### config.mk
export PLATFORM = sky130hd
export DESIGN_NAME = sixty_four_bit_mul
export DESIGN_NICKNAME = d
export VERILOG_FILES = /design/src/rtl/sixty_four_bit_mul.sv
export SDC_FILE = /design/constraint.sdc
export NUM_CORES = 1
export LEC_CHECK = 0
export ABC_AREA = 1
export CORE_MARGIN = 2
export CORE_UTILIZATION = 50
export CTS_CLUSTER_DIAMETER = 80
export DETAILED_ROUTE_END_ITERATION = 6
export DONT_BUFFER_PORTS = 1
export GPL_TIMING_DRIVEN = 0
export SLEW_MARGIN = 20
export SYNTH_ARGS = -nofsm -noshare
export SYNTH_HDL_FRONTEND = slang
export SYNTH_SLANG_ARGS = --single-unit
### constraint.sdc
create_clock -name clk -period 7.3 [get_ports clk]
set_input_delay 1.46 -clock clk [delete_from_list [all_inputs] [get_ports clk]]
set_output_delay 1.46 -clock clk [all_outputs]
set_load 0.02 [all_outputs]
### src/rtl/sixty_four_bit_mul.sv
// sixty_four_bit_mul: unsigned WIDTH x WIDTH -> 2*WIDTH iterative shift-and-add multiplier.
// One multiplier bit per clock with a start/busy/done handshake. Rev 1.0.
`default_nettype none

module sixty_four_bit_mul #(
  parameter int WIDTH = 32
) (
  input  logic                 clk,
  input  logic                 rst_n,
  input  logic                 start,
  input  logic [WIDTH-1:0]     A,
  input  logic [WIDTH-1:0]     B,
  output logic                 busy,
  output logic                 done,
  output logic [2*WIDTH-1:0]   product
);

  localparam int CNT_W = (WIDTH > 1) ? $clog2(WIDTH) : 1;
  localparam logic [CNT_W-1:0] LAST_CNT = CNT_W'(WIDTH - 1);

  typedef enum logic [0:0] {
    IDLE = 1'b0,
    RUN  = 1'b1
  } state_t;

  state_t state, state_next;

  logic [2*WIDTH-1:0] mcand;
  logic [WIDTH-1:0]   mplier;
  logic [2*WIDTH-1:0] acc;
  logic [2*WIDTH-1:0] acc_sum;
  logic [CNT_W-1:0]   count;
  logic               load;
  logic               step;
  logic               last;

  always_ff @(posedge clk) begin
    if (!rst_n) begin
      state <= IDLE;
    end else begin
      state <= state_next;
    end
  end

  always_comb begin
    state_next = state;
    load       = 1'b0;
    step       = 1'b0;
    last       = 1'b0;
    case (state)
      IDLE: begin
        if (start) begin
          load       = 1'b1;
          state_next = RUN;
        end
      end
      RUN: begin
        step = 1'b1;
        if (count == LAST_CNT) begin
          last       = 1'b1;
          state_next = IDLE;
        end
      end
      default: state_next = IDLE;
    endcase
  end

  assign busy = (state == RUN);

  // mcand is kept pre-shifted by count, so each step adds it directly.
  assign acc_sum = acc + (mplier[0] ? mcand : {(2*WIDTH){1'b0}});

  always_ff @(posedge clk) begin
    if (!rst_n) begin
      mcand   <= '0;
      mplier  <= '0;
      acc     <= '0;
      count   <= '0;
      product <= '0;
      done    <= 1'b0;
    end else begin
      done <= last;
      if (load) begin
        mcand  <= {{WIDTH{1'b0}}, A};
        mplier <= B;
        acc    <= '0;
        count  <= '0;
      end else if (step) begin
        acc    <= acc_sum;
        mcand  <= mcand << 1;
        mplier <= mplier >> 1;
        count  <= count + CNT_W'(1);
      end
      if (last) begin
        product <= acc_sum;
      end
    end
  end

endmodule

`default_nettype wire

==> Yosys cells after proc, flatten, opt, wreduce, memory -nomap -nowiden <==
Cells that the tools add are included.
Widths: inputs -> output; s select.
{ "word_totals": {"reg_bits": 231, "in_bits": 67, "wordCells": 27} }
{ "classes": {"add_sub_neg": 2, "eq_ne": 1, "muxes": 12, "bitwise_logic": 2, "n_reduce_logical": 2} }
{ "ops": {"columns": ["cell", "n"], "rows": [
  ["$mux 32", 4],
  ["$add 64x64->64", 1],
  ["$mux 64", 1],
  ["$mux 1", 6],
  ["$add 5x1->5 const B", 1],
  ["$eq 5x5->1 const B", 1],
  ["$not 1->1", 2],
  ["$pmux 1 s2", 1],
  ["$reduce_bool 2->1", 1],
  ["$reduce_or 2->1", 1]
]} }

==> Longest topological paths before layout <==
{ "depth": {"word_depth": 3, "mapped_depth": 21, "mapped_depth_nobuf": 19} }

==> Least setup slack after synthesis <==
No wires, ideal clock.
{ "synth_timing": {"path_kind": "register to register", "startpoint": "reg mplier[0]", "endpoint": "reg acc[40]", "setup_ns": 0.113, "arrival_time_ns": 2.318, "t_required_ns": 7.187, "slack_ns": 4.869, "stages_incl_launch_ff": 19, "n_path_buf": 2, "period_less_slack_ns": 2.431, "cell_sequence": "dfxtp_1 -> clkbuf_1 -> clkbuf_1 -> nand2_1 -> inv_1 -> ha_1 -> fa_1 -> nand3_1 -> nand3_1 -> nand2_1 -> nand2_1 -> nand2_1 -> nand3_2 -> nand2_1 -> nand2_1 -> nand2_1 -> nand2_1 -> o21ai_1 -> inv_1"} }
{ "synth_via": {"elab_chain_cells": 2} }
{ "synth_lines": {"columns": ["item", "line", "rtl"], "rows": [
  ["start, declared", "29", "logic [WIDTH-1:0] mplier;"],
  ["start signal, assigned", "91", "mplier <= mplier >> 1;"],
  ["$mux 64", "71", "assign acc_sum = acc + (mplier[0] ? mcand : {(2*WIDTH){1'b0}});"],
  ["$add 64x64->64", "71", null],
  ["end signal, assigned", "89", "acc <= acc_sum;"],
  ["end, declared", "30", "logic [2*WIDTH-1:0] acc;"]
]} }
Every way passes these cells.
A chain may end at the register's enable or synchronous reset.

==> Worst setup path in the final report <==
{ "layout_timing": {"startpoint": "reg mplier[0]", "endpoint": "reg acc[52]"} }
The elaborated chain is that of the path after synthesis.

==> run_results.csv <==
group,metric,value,unit
critical_path,crit_type,"reg2reg",
detailed_routing,drc,0,
synthesis,avgSynthCellArea,5.732,µm²
critical_path,reg2reg_depth,17,
clock_tree,post_cts_buffers,0,
clock_tree,clock_path_buffers,3,
clock_tree,clkLatencyLatePin,0.57,ns
min_path,hold-path-endpoint,"mcand[63]$_SDFFE_PP0P_",
critical_path,endpoint_kind,"flip-flop",
grt,antenna_found_initial,0,
placed_design,io_buffers,0,
power,combPwrFrac,0.099,
synthesis,synthFlopType,"dfxtp_1",
flow_run,drv_cap,0,
min_path,worstHoldStart,"mcand[63]$_SDFFE_PP0P_",
outcome,status,"finished clean",
min_path,hold_class,"reg2reg",
synthesis,synth_area,15320,µm²
sta,finalHoldViolCount,0,
synthesis,netlist_instances,2673,
die,io_pins,133,
power,p_seq_frac,0.441,
power,p_leak,10.00,nW
power,p_clk_frac,0.460,
sta,fmax,252.9,MHz
synthesis,yosys.area.top_type,"dfxtp_1",
clock_tree,htreeDepth,1,
critical_path,cpMaxStageDelayCell,"clkbuf_1",
detailed_routing,avgRoutedWirePerCell,16.04,µm
critical_path,crit_chain,"clkbuf_1, clkbuf_1, nand2_1, inv_1, ha_1, fa_1, nand3_1, nand3_1, nand3_1, nand3b_1, nand2_1, nand2_1, nand2_1, nand3_1, nand3_1, nand2_1, inv_1",
die,core_area,30350,µm²
critical_path,cp_num_buf_inv,4,
sta,finalSetupViolCount,0,
synthesis,synth_enable_flop_cells,0,
synthesis,synth_top_area_frac,0.3018,
placed_design,dpl.hpwl,40240,µm
sta,timing.final.crit_period,3.955,ns
synthesis,syn_nets,2806,
power,ir_drop,0.1969,mV
clock_tree,cts_buffers,29,
grt,grt_pass1_wl,75640,µm
detailed_routing,antenna_left,0,
die,die_y,179.1,µm
synthesis,ys_async_sr_fraction,0,
placed_design,gp_congestion,0.9760,
die,die-area,32060,µm²
die,die_x,179.1,µm
critical_path,r2r_start,"mplier[0]$_SDFFE_PN0P_",
synthesis,yosys_register_bits,231,
clock_tree,clk_pin_slew_worst_paths,0.07,ns
synthesis,yosys_warnings,0,
clock_tree,tritoncts,"yes",
die,rows,64,
power,p_sw_frac,0.2710,
critical_path,crit_fanout,10,
critical_path,cp.arrival,4.43,ns
min_path,hold-path-cell-count,2,
grt,grt_pass1_vias,13890,
critical_path,rrSetupSlack,3.35,ns
detailed_routing,firstDrtPassIters,5,
critical_path,r2r_end,"acc[52]$_SDFFE_PP0P_",
critical_path,path_delay_family,"simple AND/OR/NAND/NOR gates",
cells_and_area,final_util,0.5513,
clock_tree,cts_resized,0,
power,p_switching,0.0008173,W
cells_and_area,fin_nets,2837,
clock_tree,ctsHoldBuffers,0,
critical_path,critPathMaxStageDelay,0.74,ns
synthesis,synth.distinct_cells,38,
sta,grt_setup_unrepaired,"false",
grt,gr-total-overflow,0,
detailed_routing,routed_wl,50060,µm
detailed_routing,drtIter0Drc,1238,
sta,skew,0.01446,ns
clock_tree,clockRootBuffer,"clkbuf_16",
sta,holdWs,0.4690,ns
cells_and_area,drive_gt1_frac,0.04220,
cells_and_area,diodes,0,
grt,grt_max_degree,16,
power,power.internal,0.002199,W
critical_path,crit_path_start_kind,"flip-flop",
sta,finalCritPeriodShare,0.5417,
critical_path,crit_required,7.77,ns
sta,slew_violations,0,
sta,max_slew_margin,0.3519,
detailed_routing,viasPerCell,4.932,
grt,grtUsageTotal,0.3122,
cells_and_area,syn2layout_area_growth,9.203,%
synthesis,ys_seq_area_frac,0.3018,
sta,worst_slew_pin_slew,0.9722,ns
die,initial_core_util,0.5048,
synthesis,synth_area_leaders,"dfxtp_1, nand2_1, inv_1, ha_1, nor2_1",
sta,tns,0,ns
clock_tree,cts.sinks,231,
power,power.density,180.3,nW/µm²
detailed_routing,via_count,15390,
## cells by family (layout without fill, tap and decap cells)
group	Yosys count	after routing	synth area share
buf+inv	646	698	0.1635
compound gates	177	177	0.06778
flops	231	231	0.3018
xor+xnor	29	29	0.01658
fa+ha+maj	66	66	0.05439
simple gates	1524	1524	0.3959
## power groups by stage
stage	Sequential (W)	Clock (W)	Combinational, W
2_1_floorplan	0.00135	0	0.000211
3_3_place_gp	0.00135	0	0.000288
3_5_place_dp	0.00136	0	0.000294
4_1_cts	0.00133	0.00142	0.000296
5_1_grt	0.00133	0.00146	0.000333
6_report	0.00133	0.00139	0.000298
## final cells by class
cell class / count / area, µm²
Multi-Input combinational cell: 1796 / 8192
Buffer: 78 / 372.9
Sequential cell: 231 / 4624
Clock buffer: 41 / 800.8
Clock inverter: 11 / 113.9
Inverter: 568 / 2132
Tap cell: 396 / 495.5
Fill cell: 3251 / 13620
## how the worst max path moves through the flow
stage / startpoint / depth (start not counted) / slack (ns) / end
after floorplan: mplier[0]$_SDFFE_PN0P_ / 18 / 4.87 / acc[40]$_SDFFE_PP0P_
after global placement: mplier[0]$_SDFFE_PN0P_ / 17 / 3.40 / product[52]$_SDFFE_PN0P_
after detailed placement: mplier[0]$_SDFFE_PN0P_ / 17 / 3.40 / product[52]$_SDFFE_PN0P_
after CTS: mplier[0]$_SDFFE_PN0P_ / 17 / 3.37 / product[52]$_SDFFE_PN0P_
after global routing: mplier[0]$_SDFFE_PN0P_ / 17 / 3.14 / acc[48]$_SDFFE_PP0P_
final: mplier[0]$_SDFFE_PN0P_ / 17 / 3.35 / acc[52]$_SDFFE_PP0P_
## Yosys cell counts (all sizes together) (2+ instances only)
library cell	count
nor2	200
clkbuf	47
nand4	4
a21oi	79
ha	65
clkinv	2
buf	30
dfxtp	231
nand2	1173
xor2	15
a22o	8
and2	2
o221ai	7
o211ai	35
nor3	24
inv	566
nand3	118
xnor2	14
o21bai	2
o21ai	44
nor4	2
## registers in the layout, indices dropped and copies added (netlist names)
| register | cells |
|---|---|
| done | 1 |
| count | 5 |
| busy | 1 |
| mplier | 32 |
| acc | 64 |
| mcand | 64 |
| product | 64 |
## worst register-to-register path: stages (launching register included)
cell and delay, ns:
dfxtp_1 0.36, clkbuf_1 0.74, clkbuf_1 0.47, nand2_1 0.12, inv_1 0.12, ha_1 0.27
fa_1 0.33, nand3_1 0.11, nand3_1 0.17, nand3_1 0.10, nand3b_1 0.21, nand2_1 0.10
nand2_1 0.18, nand2_1 0.21, nand3_1 0.17, nand3_1 0.09, nand2_1 0.07, inv_1 0.04
## per-layer routing
metal	global-route usage	wire [µm]	up-vias
li1	-	-	8000
met1	0.4534	24230	6884
met2	0.4777	20850	437
met3	0.04198	3579	73
met4	0.09451	1399	0
met5	0	0	-
## through the flow
step	worst slack, ns	total power, W	cell area (µm²)	instances
4_1_cts	3.366	0.003041	16730	3121
5_1_grt	3.141	0.003127	16730	3121
6_report	3.345	0.003016	16730	3121
2_1_floorplan	4.869	0.001558	15320	2673
3_5_place_dp	3.398	0.001649	15820	3069
3_3_place_gp	3.402	0.001643	15820	3069
## placed cells by master, fill, tap and decap left out, types with 3 or more instances in the layout
cell type  netlist  final
a21oi_1         79     79
a22o_1           8      8
buf_2           22     22
buf_4            5      5
clkbuf_1        46     55
clkbuf_16        0     29
clkbuf_8         1      4
clkinv_2         0      5
dfxtp_1        231    231
ha_1            65     65
inv_1          563    563
inv_2            3      3
nand2_1       1162   1162
nand2_2         11     11
nand3_1        111    111
nand3_2          7      7
nand4_1          4      4
nor2_1         188    188
nor2_2          11     11
nor3_1          16     16
nor3_2           8      8
o211ai_1        35     35
o21ai_0         37     37
o21ai_1          7      7
o221ai_1         7      7
xnor2_1         14     14
xor2_1          15     15
Power figures use the tool's default switching activity.
